==> src/rtl/ats_pkg.sv <==
// ats_pkg: definitions shared by the ATS eligibility path.
//   ATS_TS_WIDTH      default eligible/current time width, ps
//   ST_IDLE/WAIT/PRESENT  release FSM state encodings
//   ats_time_diff     (now - t) mod 2^TS
//   ats_time_reached  wrap-aware "now >= t", valid while |now - t| < 2^(TS-1)
package ats_pkg;

  localparam int unsigned ATS_TS_WIDTH = 59;

  localparam logic [1:0] ST_IDLE    = 2'd0;
  localparam logic [1:0] ST_WAIT    = 2'd1;
  localparam logic [1:0] ST_PRESENT = 2'd2;

  typedef logic [ATS_TS_WIDTH-1:0] ats_time_t;

  function automatic ats_time_t ats_time_diff(ats_time_t now, ats_time_t t);
    return now - t;
  endfunction

  // Non-negative modular distance (MSB clear, includes zero) means t has been reached.
  function automatic logic ats_time_reached(ats_time_t now, ats_time_t t);
    ats_time_t d;
    d = now - t;
    return ~d[ATS_TS_WIDTH-1];
  endfunction

endpackage

==> src/rtl/ats_desc_fifo.sv <==
// ats_desc_fifo: synchronous FIFO with a registered head output.
//   clk, reset   clock, synchronous active-high reset
//   wr_en_i      push wr_data_i (caller never pushes when full)
//   rd_en_i      pop head (caller never pops when empty)
//   rd_data_o    registered head entry; valid the cycle after it becomes head
//   count_o      entries currently stored
module ats_desc_fifo #(
  parameter int unsigned WIDTH = 91,
  parameter int unsigned DEPTH = 16
) (
  input  logic                     clk,
  input  logic                     reset,
  input  logic                     wr_en_i,
  input  logic [WIDTH-1:0]         wr_data_i,
  input  logic                     rd_en_i,
  output logic [WIDTH-1:0]         rd_data_o,
  output logic [$clog2(DEPTH):0]   count_o
);

  localparam int unsigned AddrW = $clog2(DEPTH);
  localparam int unsigned CntW  = AddrW + 1;

  logic [WIDTH-1:0] mem_q [DEPTH];
  logic [AddrW-1:0] wr_ptr_q, wr_ptr_d, rd_ptr_q, rd_ptr_d;
  logic [CntW-1:0]  count_q, count_d;
  logic [WIDTH-1:0] head_q, head_d;

  always_comb begin
    wr_ptr_d = wr_ptr_q + AddrW'(wr_en_i);
    rd_ptr_d = rd_ptr_q + AddrW'(rd_en_i);
    count_d  = count_q + CntW'(wr_en_i) - CntW'(rd_en_i);
    // The slot being written becomes head only when the FIFO is otherwise empty
    // after this cycle's pop; forward the write data so the head is ready next cycle.
    head_d   = (wr_en_i && (wr_ptr_q == rd_ptr_d)) ? wr_data_i : mem_q[rd_ptr_d];
  end

  always_ff @(posedge clk) begin
    if (wr_en_i) begin
      mem_q[wr_ptr_q] <= wr_data_i;
    end
  end

  always_ff @(posedge clk) begin
    if (reset) begin
      wr_ptr_q <= '0;
      rd_ptr_q <= '0;
      count_q  <= '0;
      head_q   <= '0;
    end else begin
      wr_ptr_q <= wr_ptr_d;
      rd_ptr_q <= rd_ptr_d;
      count_q  <= count_d;
      head_q   <= head_d;
    end
  end

  assign rd_data_o = head_q;
  assign count_o   = count_q;

endmodule

==> src/rtl/ats_eligible_frame_release.sv <==
// ats_eligible_frame_release: holds ATS eligibility results in a FIFO and releases each
// frame, in arrival order, once current_time_i reaches its eligible time.
//   clk, reset        clock, synchronous active-high reset
//   current_time_i    free-running local time, ps
//   in_*_i            one-cycle eligibility strobe (no backpressure)
//   out_valid_o/out_ready_i/out_desc_o/out_eligible_o  release handshake
//   fill_level_o      queued entries
//   discard_cnt_o     discard strobes seen (saturating)
//   overflow_cnt_o    strobes dropped because the FIFO was full (saturating)
// Build option ATS_MAX_RESIDENCE_EN adds max_residence_time_i and late_drop_cnt_o:
// a head that is already later than max_residence_time_i when tested in WAIT is
// dropped instead of presented.
module ats_eligible_frame_release
  import ats_pkg::*;
#(
  parameter int unsigned TIMESTAMP_WIDTH = ATS_TS_WIDTH,
  parameter int unsigned DESC_WIDTH      = 32,
  parameter int unsigned DEPTH           = 16,
  parameter int unsigned CNT_WIDTH       = 16,
  localparam int unsigned FillW          = $clog2(DEPTH) + 1
) (
  input  logic                       clk,
  input  logic                       reset,
  input  logic [TIMESTAMP_WIDTH-1:0] current_time_i,
  input  logic                       in_valid_i,
  input  logic                       in_discard_i,
  input  logic [TIMESTAMP_WIDTH-1:0] in_eligible_i,
  input  logic [DESC_WIDTH-1:0]      in_desc_i,
  output logic                       out_valid_o,
  input  logic                       out_ready_i,
  output logic [DESC_WIDTH-1:0]      out_desc_o,
  output logic [TIMESTAMP_WIDTH-1:0] out_eligible_o,
  output logic [FillW-1:0]           fill_level_o,
  output logic [CNT_WIDTH-1:0]       discard_cnt_o,
`ifdef ATS_MAX_RESIDENCE_EN
  input  logic [TIMESTAMP_WIDTH-1:0] max_residence_time_i,
  output logic [CNT_WIDTH-1:0]       late_drop_cnt_o,
`endif
  output logic [CNT_WIDTH-1:0]       overflow_cnt_o
);

  localparam int unsigned EntryW = TIMESTAMP_WIDTH + DESC_WIDTH;

  // The shared compare helpers are fixed at the package width.
  if (TIMESTAMP_WIDTH != ATS_TS_WIDTH) begin : g_bad_ts_width
    $error("TIMESTAMP_WIDTH must equal ats_pkg::ATS_TS_WIDTH");
  end

  logic [1:0]                 state_q, state_d;
  logic                       out_valid_q, out_valid_d;
  logic [DESC_WIDTH-1:0]      out_desc_q, out_desc_d;
  logic [TIMESTAMP_WIDTH-1:0] out_eligible_q, out_eligible_d;
  logic [CNT_WIDTH-1:0]       discard_cnt_q, discard_cnt_d;
  logic [CNT_WIDTH-1:0]       overflow_cnt_q, overflow_cnt_d;

  logic                       push, pop, full, more_after_pop, head_due, head_late;
  logic [FillW-1:0]           fill;
  logic [EntryW-1:0]          head;
  logic [TIMESTAMP_WIDTH-1:0] head_eligible;
  logic [DESC_WIDTH-1:0]      head_desc;

  ats_desc_fifo #(
    .WIDTH (EntryW),
    .DEPTH (DEPTH)
  ) u_fifo (
    .clk       (clk),
    .reset     (reset),
    .wr_en_i   (push),
    .wr_data_i ({in_eligible_i, in_desc_i}),
    .rd_en_i   (pop),
    .rd_data_o (head),
    .count_o   (fill)
  );

  assign {head_eligible, head_desc} = head;

  // Full uses the pre-cycle level: a same-cycle pop does not make room.
  assign full           = (fill == FillW'(DEPTH));
  assign push           = in_valid_i & ~in_discard_i & ~full;
  assign more_after_pop = push | (fill > FillW'(1));
  assign head_due       = ats_time_reached(current_time_i, head_eligible);

`ifdef ATS_MAX_RESIDENCE_EN
  logic [TIMESTAMP_WIDTH-1:0] head_age;
  logic [CNT_WIDTH-1:0]       late_drop_cnt_q, late_drop_cnt_d;

  assign head_age  = ats_time_diff(current_time_i, head_eligible);
  assign head_late = head_due && (head_age > max_residence_time_i);

  always_comb begin
    late_drop_cnt_d = late_drop_cnt_q;
    if ((state_q == ST_WAIT) && head_late && (late_drop_cnt_q != '1)) begin
      late_drop_cnt_d = late_drop_cnt_q + 1'b1;
    end
  end

  always_ff @(posedge clk) begin
    if (reset) begin
      late_drop_cnt_q <= '0;
    end else begin
      late_drop_cnt_q <= late_drop_cnt_d;
    end
  end

  assign late_drop_cnt_o = late_drop_cnt_q;
`else
  assign head_late = 1'b0;
`endif

  always_comb begin
    state_d        = state_q;
    out_valid_d    = out_valid_q;
    out_desc_d     = out_desc_q;
    out_eligible_d = out_eligible_q;
    pop            = 1'b0;
    unique case (state_q)
      // A push into the empty FIFO moves straight to WAIT; the FIFO forwards it to head.
      ST_IDLE: begin
        if ((fill != '0) || push) begin
          state_d = ST_WAIT;
        end
      end
      ST_WAIT: begin
        if (head_late) begin
          pop     = 1'b1;
          state_d = more_after_pop ? ST_WAIT : ST_IDLE;
        end else if (head_due) begin
          state_d        = ST_PRESENT;
          out_valid_d    = 1'b1;
          out_desc_d     = head_desc;
          out_eligible_d = head_eligible;
        end
      end
      ST_PRESENT: begin
        if (out_ready_i) begin
          pop         = 1'b1;
          out_valid_d = 1'b0;
          state_d     = more_after_pop ? ST_WAIT : ST_IDLE;
        end
      end
      default: begin
        state_d     = ST_IDLE;
        out_valid_d = 1'b0;
      end
    endcase
  end

  always_comb begin
    discard_cnt_d  = discard_cnt_q;
    overflow_cnt_d = overflow_cnt_q;
    if (in_valid_i && in_discard_i && (discard_cnt_q != '1)) begin
      discard_cnt_d = discard_cnt_q + 1'b1;
    end
    if (in_valid_i && !in_discard_i && full && (overflow_cnt_q != '1)) begin
      overflow_cnt_d = overflow_cnt_q + 1'b1;
    end
  end

  always_ff @(posedge clk) begin
    if (reset) begin
      state_q        <= ST_IDLE;
      out_valid_q    <= 1'b0;
      out_desc_q     <= '0;
      out_eligible_q <= '0;
      discard_cnt_q  <= '0;
      overflow_cnt_q <= '0;
    end else begin
      state_q        <= state_d;
      out_valid_q    <= out_valid_d;
      out_desc_q     <= out_desc_d;
      out_eligible_q <= out_eligible_d;
      discard_cnt_q  <= discard_cnt_d;
      overflow_cnt_q <= overflow_cnt_d;
    end
  end

  assign out_valid_o    = out_valid_q;
  assign out_desc_o     = out_desc_q;
  assign out_eligible_o = out_eligible_q;
  assign fill_level_o   = fill;
  assign discard_cnt_o  = discard_cnt_q;
  assign overflow_cnt_o = overflow_cnt_q;

endmodule

==> config.mk <==
export PLATFORM = sky130hd
export DESIGN_NAME = ats_eligible_frame_release
export DESIGN_NICKNAME = d
export VERILOG_FILES = /design/src/rtl/ats_pkg.sv /design/src/rtl/ats_desc_fifo.sv /design/src/rtl/ats_eligible_frame_release.sv
export SDC_FILE = /design/constraint.sdc
export NUM_CORES = 2
export LEC_CHECK = 0
export BUFFER_PORTS_ARGS = -buffer_cell sky130_fd_sc_hd__buf_2
export CAP_MARGIN = 20
export CORE_MARGIN = 2
export CORE_UTILIZATION = 30
export DETAILED_ROUTE_END_ITERATION = 6
export HOLD_SLACK_MARGIN = 0.1
export PLACE_DENSITY = 0.49
export SLEW_MARGIN = 25
export SYNTH_ARGS = -nofsm -noshare
export SYNTH_HDL_FRONTEND = slang
export SYNTH_SLANG_ARGS = --single-unit
==> constraint.sdc <==
create_clock -name clk -period 13.5 [get_ports clk]
set_clock_uncertainty 0.1 [all_clocks]
set_input_delay 2.7 -clock clk [delete_from_list [all_inputs] [get_ports clk]]
set_output_delay 2.7 -clock clk [all_outputs]
set_load 0.02 [all_outputs]
* Word level (Yosys, flattened, before mapping) *
Memories as Yosys holds them, arrays and structs flattened. A register that Yosys moved wholly into a read port is not among the register bits.
Index checks and enable logic that the tools add are counted.

storage, ports and cells
  flip-flop bits (word level) = 139
  bits in writable memories = 1456
  input port bits = 155
  word-level logic and storage cells = 57
  memories = 1

memories
  memory        words  bits a word  read ports  clocked after memory_dff  write ports  RTL line             text
  u_fifo.mem_q  16     91           1           1                         1            ats_desc_fifo.sv:23  logic [WIDTH-1:0] mem_q [DEPTH];

cells by class
  add/sub/neg operators = 7
  magnitude comparators = 1
  eq/ne operators = 8
  muxes and demuxes = 12
  bitwise logic cells = 7
  reductions and logical operators = 12

operators with widths
  cell                     count
  $sub A59 B59 Y59         1
  $add A16 B1 Y16 const B  2
  $ne A16 B16 Y1 const B   2
  $add A4 B1 Y4            2
  $mux W1                  7
  $mux W2                  3
  $ne A2 B2 Y1 const B     3
  $pmux W2 S3              1
  $reduce_and A3 Y1        2
  $add A5 B1 Y5            1
  $eq A5 B5 Y1 const B     1
  $gt A5 B1 Y1 const B     1
  $logic_and A1 B1 Y1      5
  $reduce_bool A5 Y1       1
  $sub A5 B1 Y5            1
  $not A1 Y1               4
  $pmux W1 S3              1
  $and A1 B1 Y1            2
  $eq A2 B1 Y1 const B     1
  $eq A2 B2 Y1 const B     1
  $logic_not A2 Y1         1
  $reduce_and A2 Y1        1
  $logic_not A1 Y1         1
  $logic_or A1 B1 Y1       1
  $or A1 B1 Y1             1

* Logic depth before layout (Yosys ltp) *
  word-level depth = 7
  mapped depth = 13
  depth with buffers taken out = 12

* Modules after synthesis *
From an unflattened synthesis, not the netlist that was laid out.

unflattened totals
  cell total of the unflattened synthesis = 3582
  area total of the unflattened synthesis = 65814.4 µm²

modules (own cells, without submodules)
  module                      instances  cells an instance  area an instance (µm²)  seq. area each (µm²)
  ats_desc_fifo               1          2802               58746.3                 45803.9
  ats_eligible_frame_release  1          780                7068.0                  2522.4

* Worst setup path after synthesis *
No wires, ideal clock.

  path kind = input-to-reg
  from = in in_discard_i
  to = mem u_fifo.mem_q[0][0] (enable)
  library setup time = 652 ps
  arrival = 9871 ps
  path slack = 2877 ps
  stages = 5
  cell sequence = nand2b_1 nor2b_1 clkbuf_1 or3b_2 nor3_1

on the way
  longest elaborated chain between the ends = 5

RTL lines
  item                           RTL line                          text
  start, declared                ats_eligible_frame_release.sv:26  input logic in_discard_i,
  $not A1 Y1                     ats_eligible_frame_release.sv:79  assign push = in_valid_i & ~in_discard_i & ~full;
  $and A1 B1 Y1 (2 in series)    ats_eligible_frame_release.sv:79
  $mux W1                        ats_desc_fifo.sv:38               if (wr_en_i) begin
  $mux W1 (not written as such)  ats_desc_fifo.sv:39               mem_q[wr_ptr_q] <= wr_data_i;
  end, declared                  ats_desc_fifo.sv:23

Every way passes these cells.

* Worst setup path after layout *
  from = in current_time_i[7]
  to = reg out_eligible_q[44] (netlist: out_eligible_o[44])

on the way
  longest elaborated chain between the ends = 3

RTL lines
  item                         RTL line                           text
  start, declared              ats_eligible_frame_release.sv:24   input logic [TIMESTAMP_WIDTH-1:0] current_time_i,
  $sub A59 B59 Y59             ats_pkg.sv:23                      d = now - t;
  $not A1 Y1 (no line)         -
  $reduce_and A2 Y1 (no line)  -
  end signal, assigned         ats_eligible_frame_release.sv:171  out_eligible_q <= out_eligible_d;
  end, declared                ats_eligible_frame_release.sv:52   logic [TIMESTAMP_WIDTH-1:0] out_eligible_q, out_eligible_d;

Every way passes these cells.
A chain may end at the register's enable or synchronous reset.

==> results.py <==
metrics = {
    "outcome": {
        "status": "finished, final reports clean",
    },
    "sta": {
        "fin_tns_setup_ps": 0,
        "post-route-period-util_pct": 48.38,
        "slew_headroom_pct": 29.61,
        "fmax_mhz": 153.1,
        "drv_slew": 0,
        "finalHoldViolations": 0,
        "finalSetupViolCount": 0,
        "rsz0062_at_grt": "false",
        "worst_slew_pin_slew_ps": 1056,
        "fin_crit_ps": 6531,
    },
    "floorplan": {
        "rows": 171,
        "die_width_um": 470.7,
        "initial_core_util_pct": 30.15,
        "ios": 284,
        "core-area_mm2": 0.2167,
        "die-area_mm2": 0.2215,
        "die_h_um": 470.7,
    },
    "critical_path": {
        "rrSetupSlack_ps": 8430,
        "cp-end-kind": "flop",
        "crit_required_ps": 14120,
        "cp-start-kind": "primary input",
        "r2r_end": "out_eligible_o[44]$_SDFFE_PP0P_",
        "r2r_cells": 11,
        "cp.arrival_ps": 7150,
        "rr_startpoint": "u_fifo.rd_data_o[39]$_SDFF_PP0_",
        "crit_type": "in2reg",
        "crit_path_max_fanout": 41,
    },
    "global_routing": {
        "grt_use_met3_pct": 3.009,
        "antenna_found_initial": 50,
        "met1_usage_pct": 21.68,
        "grt_pass1_vias": 33960,
        "grt_pass1_wl_um": 252300,
        "grt_use_met2_pct": 25.56,
        "grt.busiest_layer": "met2",
        "grt_usage_pct": 15.77,
        "grt_max_degree": 146,
        "overflow": 0,
    },
    "worst_hold_path": {
        "whs_endpoint": "out_desc_o[14]$_SDFFE_PP0P_",
        "hp-start": "u_fifo.rd_data_o[14]$_SDFF_PP0_",
        "hold_path_class": "reg2reg",
        "min_path_cells": 2,
    },
    "route": {
        "via_count": 32360,
        "firstDrtPassIters": 5,
        "drt_iter0_markers": 2666,
        "via_per_inst": 4.843,
        "remaining_drc_errors": 0,
        "wl_per_cell_um": 26.27,
        "ant_nets": 0,
        "wl_um": 175500,
    },
    "layout": {
        "ff_latch_area_mm2": 0.04833,
        "num-fill-cells": 20250,
        "finish.instance_area_mm2": 0.07641,
        "drive_above_1_share_pct": 28.89,
        "syn_to_final_growth_pct": 16.95,
        "final_nets": 3883,
        "multi_input_comb_area_mm2": 0.01621,
    },
    "power": {
        "vdd_ir_drop_max_v": 0.0001015,
        "combPwrFrac_pct": 10.5,
        "clock_power_share_pct": 41.0,
        "p_switching_w": 0.002880,
        "switching_share_pct": 23.73,
        "p_seq_share_pct": 48.5,
        "cellLeakagePower_nw": 24.50,
        "p_int_w": 0.009253,
        "pwr_density_cell_mw_per_mm2": 158.8,
    },
    "clock_network": {
        "cts-root-buf": "clkbuf_16",
        "cts_sinks": 1686,
        "cts_buffer_depth": 3,
        "cts_hold_buf": 0,
        "path_clk_slew_ps": 60,
        "cts_setup_buffers": 0,
        "cts_tree": "yes",
        "cts_buffers": 185,
        "postCtsResizedCells": 0,
        "htreeDepth": 4,
        "insertion_delay_ps": 820,
    },
    "synthesis": {
        "ys_async_sr_fraction_pct": 0,
        "synth-edff-count": 1456,
        "synth_area_per_cell_um2": 19.85,
        "ys_ff_latch": 1686,
        "ys_top_cells_by_area": "edfxtp_1, mux4_2, dfxtp_1",
        "synth.top_cells.by_count": "edfxtp_1, mux4_2, dfxtp_1",
        "synth_top_cell_area_share_pct": 66.92,
        "ys.flop_type": "edfxtp_1",
        "ys_types": 50,
        "yosys_warnings": 0,
        "yosysSeqAreaShare_pct": 73.96,
        "synth_top_area_cell": "edfxtp_1",
        "synth_area_mm2": 0.06534,
        "syn-num-nets": 3519,
        "synth_cells": 3291,
        "yosysMostFrequentCell": "edfxtp_1",
    },
    "place": {
        "post-dp-hpwl_um": 90460,
        "placed_area_mm2": 0.07042,
        "routabilityCongestion": 0.7191,
        "port_buffers": 283,
    },
    "flow_run": {
        "cap_violations": 0,
    },
}
[worst max path at each step]
| stage | start | to | slack, ps | cells past startpoint |
|---|---|---|---|---|
| finish | current_time_i[7] | out_eligible_o[44]$_SDFFE_PP0P_ | 6970 | 11 |
| global route | current_time_i[7] | out_eligible_o[42]$_SDFFE_PP0P_ | 6750 | 11 |
| CTS | current_time_i[7] | out_eligible_o[44]$_SDFFE_PP0P_ | 6960 | 11 |
| detailed placement | current_time_i[7] | out_eligible_o[44]$_SDFFE_PP0P_ | 6110 | 11 |
| global placement | current_time_i[29] | out_eligible_o[47]$_SDFFE_PP0P_ | 6210 | 12 |
| floorplan | in_discard_i | u_fifo.mem_q[0][0]$_DFFE_PP_ | 2880 | 5 |
[layer usage]
| metal | up-vias | wire [µm] |
|---|---|---|
| li1 | 13910 | - |
| met1 | 17280 | 77910 |
| met2 | 890 | 84920 |
| met3 | 255 | 9057 |
| met4 | 20 | 3478 |
| met5 | - | 127 |
[cells in the final DEF, fill, tap and decap left out, types with 46 or more instances in the layout]
cell / netlist / final
a21oi_1: 124 / 124
buf_2: 17 / 282
buf_4: 1 / 56
clkbuf_1: 110 / 46
clkbuf_16: 0 / 187
dfxtp_1: 230 / 230
edfxtp_1: 1456 / 1456
ha_1: 72 / 70
inv_1: 70 / 70
mux2i_1: 93 / 92
mux4_2: 455 / 455
nand2_1: 211 / 211
nand2b_1: 187 / 187
[registers in the layout, indices dropped and copies added (netlist names), 2 cells and up]
register          count
discard_cnt_o        16
out_desc_o           32
out_eligible_o       59
overflow_cnt_o       16
state_q               2
u_fifo.count_o        5
u_fifo.mem_q       1456
u_fifo.rd_data_o     91
u_fifo.rd_ptr_q       4
u_fifo.wr_ptr_q       4
[layout make-up]
type	count	area share [%]
Inverter	70	0.3439
Clock inverter	92	1.076
Multi-Input combinational cell	1363	21.21
Clock buffer	254	6.728
Antenna cell	13	0.04257
Sequential cell	1686	63.24
Timing Repair Buffer	349	2.679
Tap cell	2854	4.673
[power groups by stage]
stage	clock network, W	registers (W)	logic (W)
floorplan	0	0.00600	0.000849
global placement	0	0.00600	0.00130
detailed placement	0	0.00600	0.00131
CTS	0.00511	0.00589	0.00132
global route	0.00531	0.00590	0.00141
finish	0.00497	0.00588	0.00128
[metrics by stage]
stage	worst slack (ps)	std cells	util, %	hold WS, ps	total power [W]
after floorplan	2877	3291	-	337.5	0.006853
after global placement	6207	6321	32.48	341.0	0.007303
after detailed placement	6107	6322	32.49	352.9	0.007312
after CTS	6965	6668	35.24	362.8	0.01232
after global routing	6749	6675	35.25	384.7	0.01261
final	6969	6681	35.26	357.3	0.01213
[worst max-delay path: stages]
cell,delay [ps]
buf_2,100
ha_1,290
a21oi_1,740
o21ai_0,570
a2111o_1,570
a2111oi_2,340
o21ai_2,160
mux2i_4,200
buf_4,370
buf_4,700
mux2i_1,260
[cell families (layout without fill, tap and decap cells)]
| group | count (synthesis) | after routing | synth area share, % |
|---|---|---|---|
| flip-flops | 1686 | 1686 | 73.96 |
| multiplexers | 548 | 548 | 17.11 |
| AND/OR/NAND/NOR | 536 | 536 | 4.090 |
| buffers and inverters | 242 | 765 | 1.509 |
| AO/OA/AOI/OAI | 171 | 171 | 1.450 |
| adder cells (fa/ha/maj) | 73 | 73 | 1.409 |
| XOR/XNOR | 35 | 35 | 0.4692 |
| other | 0 | 13 | 0 |
No activity file was read; power rests on OpenSTA's default activity.
